[src/rtl/mult_pkg.sv]
// Shared constants and state type for the 16x16 shift-add multiplier.
// Imported by shift_add_mult16 and its adder.
package mult_pkg;

  localparam int N  = 16;
  localparam int CW = $clog2(N) + 1;

  typedef enum logic [1:0] {
    IDLE,
    RUN,
    DONE
  } mult_state_t;

endpackage

[src/rtl/cla16bit.sv]
// 16-bit two-level carry-lookahead adder.
// Four 4-bit groups with group generate/propagate feeding a lookahead unit.
module cla16bit
  import mult_pkg::*;
(
  input  logic [N-1:0] a,
  input  logic [N-1:0] b,
  input  logic         cin,
  output logic [N-1:0] sum,
  output logic         cout
);

  logic [N-1:0] g;
  logic [N-1:0] p;
  logic [N-1:0] c;
  logic [3:0]   gg;
  logic [3:0]   pg;
  logic [4:0]   cg;

  assign g = a & b;
  assign p = a ^ b;

  for (genvar k = 0; k < 4; k++) begin : g_grp
    localparam int B = 4 * k;

    assign gg[k] = g[B+3]
                 | (p[B+3] & g[B+2])
                 | (p[B+3] & p[B+2] & g[B+1])
                 | (p[B+3] & p[B+2] & p[B+1] & g[B]);
    assign pg[k] = &p[B+3:B];

    assign c[B]   = cg[k];
    assign c[B+1] = g[B]
                  | (p[B] & cg[k]);
    assign c[B+2] = g[B+1]
                  | (p[B+1] & g[B])
                  | (p[B+1] & p[B] & cg[k]);
    assign c[B+3] = g[B+2]
                  | (p[B+2] & g[B+1])
                  | (p[B+2] & p[B+1] & g[B])
                  | (p[B+2] & p[B+1] & p[B] & cg[k]);
  end

  assign cg[0] = cin;
  assign cg[1] = gg[0]
               | (pg[0] & cin);
  assign cg[2] = gg[1]
               | (pg[1] & gg[0])
               | (pg[1] & pg[0] & cin);
  assign cg[3] = gg[2]
               | (pg[2] & gg[1])
               | (pg[2] & pg[1] & gg[0])
               | (pg[2] & pg[1] & pg[0] & cin);
  assign cg[4] = gg[3]
               | (pg[3] & gg[2])
               | (pg[3] & pg[2] & gg[1])
               | (pg[3] & pg[2] & pg[1] & gg[0])
               | (pg[3] & pg[2] & pg[1] & pg[0] & cin);

  assign sum  = p ^ c;
  assign cout = cg[4];

endmodule

[src/rtl/shift_add_mult16.sv]
// Sequential 16x16 unsigned shift-and-add multiplier over cla16bit.
// Optional ZERO_SKIP_EN: zero operands finish after a single cycle.
module shift_add_mult16
  import mult_pkg::*;
(
  input  logic          clk,
  input  logic          rst,
  input  logic          in_valid,
  output logic          in_ready,
  input  logic [N-1:0]  a,
  input  logic [N-1:0]  b,
  output logic          out_valid,
  input  logic          out_ready,
  output logic [2*N-1:0] product
);

  mult_state_t   state;
  logic [N-1:0]  mcand;
  logic [N-1:0]  hi;
  logic [N-1:0]  lo;
  logic [CW-1:0] count;

  logic [N-1:0]  addend;
  logic [N-1:0]  sum;
  logic          c;
  logic [N-1:0]  hi_nxt;
  logic [N-1:0]  lo_nxt;

  assign in_ready = (state == IDLE) && !rst;

  assign addend = lo[0] ? mcand : '0;
  assign hi_nxt = {c, sum[N-1:1]};
  assign lo_nxt = {sum[0], lo[N-1:1]};

  cla16bit u_add (
    .a    (hi),
    .b    (addend),
    .cin  (1'b0),
    .sum  (sum),
    .cout (c)
  );

  // Control FSM plus operand/accumulator and registered product.
  always_ff @(posedge clk) begin
    if (rst) begin
      state     <= IDLE;
      mcand     <= '0;
      hi        <= '0;
      lo        <= '0;
      count     <= '0;
      out_valid <= 1'b0;
      product   <= '0;
    end else begin
      unique case (state)
        IDLE: begin
          if (in_valid) begin
            mcand <= a;
            hi    <= '0;
            lo    <= b;
            count <= '0;
            state <= RUN;
`ifdef ZERO_SKIP_EN
            // A zero operand runs one all-zero final iteration.
            if (a == '0 || b == '0) begin
              lo    <= '0;
              count <= CW'(N - 1);
            end
`endif
          end
        end
        RUN: begin
          hi    <= hi_nxt;
          lo    <= lo_nxt;
          count <= count + CW'(1);
          if (count == CW'(N - 1)) begin
            product   <= {hi_nxt, lo_nxt};
            out_valid <= 1'b1;
            state     <= DONE;
          end
        end
        DONE: begin
          if (out_ready) begin
            out_valid <= 1'b0;
            state     <= IDLE;
          end
        end
        default: state <= IDLE;
      endcase
    end
  end

endmodule

[config.mk]
export PLATFORM = sky130hd
export DESIGN_NAME = shift_add_mult16
export DESIGN_NICKNAME = d
export VERILOG_FILES = /design/src/rtl/mult_pkg.sv /design/src/rtl/cla16bit.sv /design/src/rtl/shift_add_mult16.sv
export SDC_FILE = /design/constraint.sdc
export NUM_CORES = 1
export LEC_CHECK = 0
export CORE_MARGIN = 4
export CORE_UTILIZATION = 53
export DETAILED_ROUTE_END_ITERATION = 8
export PLACE_DENSITY = 0.86
export SYNTH_ARGS = -nofsm -noshare
export SYNTH_HDL_FRONTEND = slang
export SYNTH_SLANG_ARGS = --single-unit
[constraint.sdc]
create_clock -name clk -period 3.5 [get_ports clk]
set_clock_uncertainty 0.2 [all_clocks]
set_input_delay 0.525 -clock clk [delete_from_list [all_inputs] [get_ports clk]]
set_output_delay 0.525 -clock clk [all_outputs]
set_load 0.005 [all_outputs]
==> impl_results.md, run 1 <==
* P_leak at 1.87 nW
* Placed instance area at 4840 sq um
* EDFF count, synth at 0
* Most common cell on crit path: nor2_1
* DR DRC count at 0
* #FFs+latches synth at 88
* Max stage delay cell, worst path: dfxtp_1
* Fin crit share at 0.936
* Largest net degree at the start of global routing at 48
* Layout cells sized above 1 at 0.0651
* Dpl hpwl at 7070 um
* Vias in the first global route at 3616
* Die Ht at 95.7 um
* Bufs on Longest Clock Path at 2
* Fin cells at 667
* 1st-pass router iterations at 5
* Hold-fix buffers, CTS at 0
* Cells after DPL at 651
* Clock slew at reported path FFs at 90 ps
* Crit path arrival time at 3330 ps
* Setup crit end kind: register
* Worst VDD drop at 0.000219 V
* Crit path max fanout at 17
* Slew Limit Fails at 0
* Core Box Area at 7370 sq um
* H-tree depth at 3
* Number of diodes at 0
* # fillers at 603
* DR WL met3 at 612 um
* PD cells at 393 nW/um^2
* Multi-input gate area at 2160 sq um
* 1st-iter DRT viols at 197
* RSZ-0062 raised after global routing: no
* Run status: finished, final reports clean
* GRT Util Overall at 0.232
* CTS Sinks at 88
* Register area at 1760 sq um
* Antenna-violating nets left at 0
* TritonCTS clock tree: built
* DR WL/cell at 15.2 um
* GRT overflow at 0
* Crit path largest cell delay at 630 ps
* DIE AREA at 9160 sq um
* Area Growth Syn to Fin at 23.7%
* Post-layout util at 0.684
* Post-synth ARST share at 0
* Vias per inst at 5.66
* Slew @ Worst Pin at 830 ps
* Setup TNS at 0 ps
* Synthesized area at 4080 sq um
* Vias post-DR at 3776
* Synth Flop Type: dfxtp_1
* Met1 WL at 4210 um
* DRT Wirelength at 10100 um
* GP Congestion at 0.941
* CP required at 3560 ps
* Layout net count at 621
* Sequential area share after synthesis at 0.432
* FMAX at 305 MHz
* Initial antenna violation count at 0
* Starting Density at 0.553
* Rows at 31
* Final Hold Vio Count at 0
* Post-CTS Resized at 0
* Design area at 5040 sq um
* I/O Pins at 70
* Min-Delay Path Class: reg2reg
* CTS Root Cell: clkbuf_8
* CP Class: reg2reg
* Tmin final at 3270 ps
* Number of synthesis warnings at 0
* Synth Instances at 507
* Startpoint Class: register
* Synthesized Nets at 565
* Setup repair bufs after CTS at 0
* Top Metal Used: met4
* Slew Limit Headroom at 0.446
* Die W at 95.7 um
* PortBufs at 69
* CTS buffer count at 9
* Worst skew pair latency at 370 ps
* Max-cap violations at 0
* Synth unique cells at 48
* First-pass GRT wire length at 16700 um
* Met2 wire length at 5090 um
* Worst path cell trace: and2_1 > ha_1 > a41oi_2 > o21ai_2 > a211oi_1 > nor2_1 > fa_1 > xnor2_1 > nor2_1 > a31oi_1 > nor2_1
* Synth Area per Inst at 8.04 sq um
* Count of final setup violators at 0
* Hold WS at 258 ps
[synth_stat cells (3+ instances only)]
cell type	instances	share of area
buf_1	3	0.0028
clkbuf_1	31	0.029
a211oi_1	7	0.013
nand2_1	129	0.12
dfxtp_1	88	0.43
xnor2_1	8	0.017
nor2_1	40	0.037
nor3_1	7	0.0086
o31ai_1	3	0.0055
a311oi_1	14	0.030
nand2b_1	5	0.0077
nand3_1	12	0.015
a21oi_1	66	0.081
inv_1	6	0.0055
ha_1	18	0.055
fa_1	4	0.020
and2_1	18	0.028
o21ai_0	7	0.0086
a31oi_1	6	0.0092
[flip-flops by register name, indices dropped and copies added (netlist names)]
signal	count
count	5
lo	16
out_valid	1
mcand	16
state	2
product	32
hi	16
[cell usage in the layout (no fill, tap or decap), types with 2 or more instances in the layout]
cell type / instances
nor3_1: 7
dfxtp_1: 88
buf_4: 11
nand2_1: 129
o21a_1: 2
a311oi_1: 14
xnor2_1: 8
fa_1: 4
nand2b_1: 5
o211ai_1: 2
a31oi_1: 6
a21oi_1: 66
o31ai_1: 3
and2_1: 18
inv_6: 2
nor2_1: 39
nand4b_1: 2
o21ai_0: 7
inv_1: 6
nor2b_1: 2
nand3_1: 12
ha_1: 18
a22oi_1: 2
nor4b_1: 2
a211oi_1: 7
clkbuf_8: 10
clkdlybuf4s50_1: 68
[through the flow]
stage               setup slack [ps]  total power, W
global placement                 421         0.00127
finish                           226         0.00198
global route                    28.2         0.00205
detailed placement               313         0.00128
CTS                              251         0.00199
floorplan                        502         0.00119
[report_power, final]
group | switching (W) | leakage, nW | internal (W) | total [W]
clock network | 0.000371 | 0.101 | 0.000356 | 0.000726
logic | 0.000111 | 1.05 | 0.0000826 | 0.000193
registers | 0.0000286 | 0.715 | 0.00103 | 0.00106
[routing by layer]
layer / vias up / global-route usage
li1: 1848 / -
met1: 1784 / 0.275
met2: 123 / 0.406
met3: 21 / 0.0505
met4: 0 / 0.0924
met5: - / 0
[final timing paths]
check / start / to / slack [ps] / depth (start not counted)
min: product[0] / product[0] / 260 / 2
min reg2reg: product[0] / product[0] / 260 / 2
max: lo[0] / hi[12] / 230 / 11
max reg2reg: lo[0] / hi[12] / 230 / 11
[critical path, delay by kind of cell (launching register included)]
family          cells  cell delay [ps]
compound gates      4             1000
xor+xnor            1              210
fa+ha+maj           2              680
flops               1              630
simple gates        4              440
[kinds of logic after synthesis]
group / share of synthesized area
XOR/XNOR: 0.0193
buffers and inverters: 0.0390
AO/OA/AOI/OAI: 0.197
AND/OR/NAND/NOR: 0.238
flip-flops: 0.432
adder cells (fa/ha/maj): 0.0749
[area by class of cell]
cell class,count,area share
clock inverter,5,0.0127
clock buffer,11,0.0280
tap,99,0.0246
timing repair buffer,80,0.152
inverter,7,0.00521
sequential,88,0.349
multi-input combinational,377,0.428
Note: power is estimated with default switching activity, not from simulation.
==> run 2: changes to the inputs <==
--- a/config.mk
+++ b/config.mk
@@ -7,6 +7,7 @@
 export LEC_CHECK = 0
 export CORE_MARGIN = 4
 export CORE_UTILIZATION = 53
+export CTS_CLUSTER_DIAMETER = 30
 export DETAILED_ROUTE_END_ITERATION = 8
 export PLACE_DENSITY = 0.86
 export SYNTH_ARGS = -nofsm -noshare
==> results of run 2 <==
The final DEF is identical to that of run 1; final timing and power are the same.
==> run 3: changes to the inputs <==
--- a/config.mk
+++ b/config.mk
@@ -5,6 +5,7 @@
 export SDC_FILE = /design/constraint.sdc
 export NUM_CORES = 1
 export LEC_CHECK = 0
+export CAP_MARGIN = 20
 export CORE_MARGIN = 4
 export CORE_UTILIZATION = 53
 export CTS_CLUSTER_DIAMETER = 30
==> results of run 3 <==
The final DEF is identical to that of run 1; final timing and power are the same.
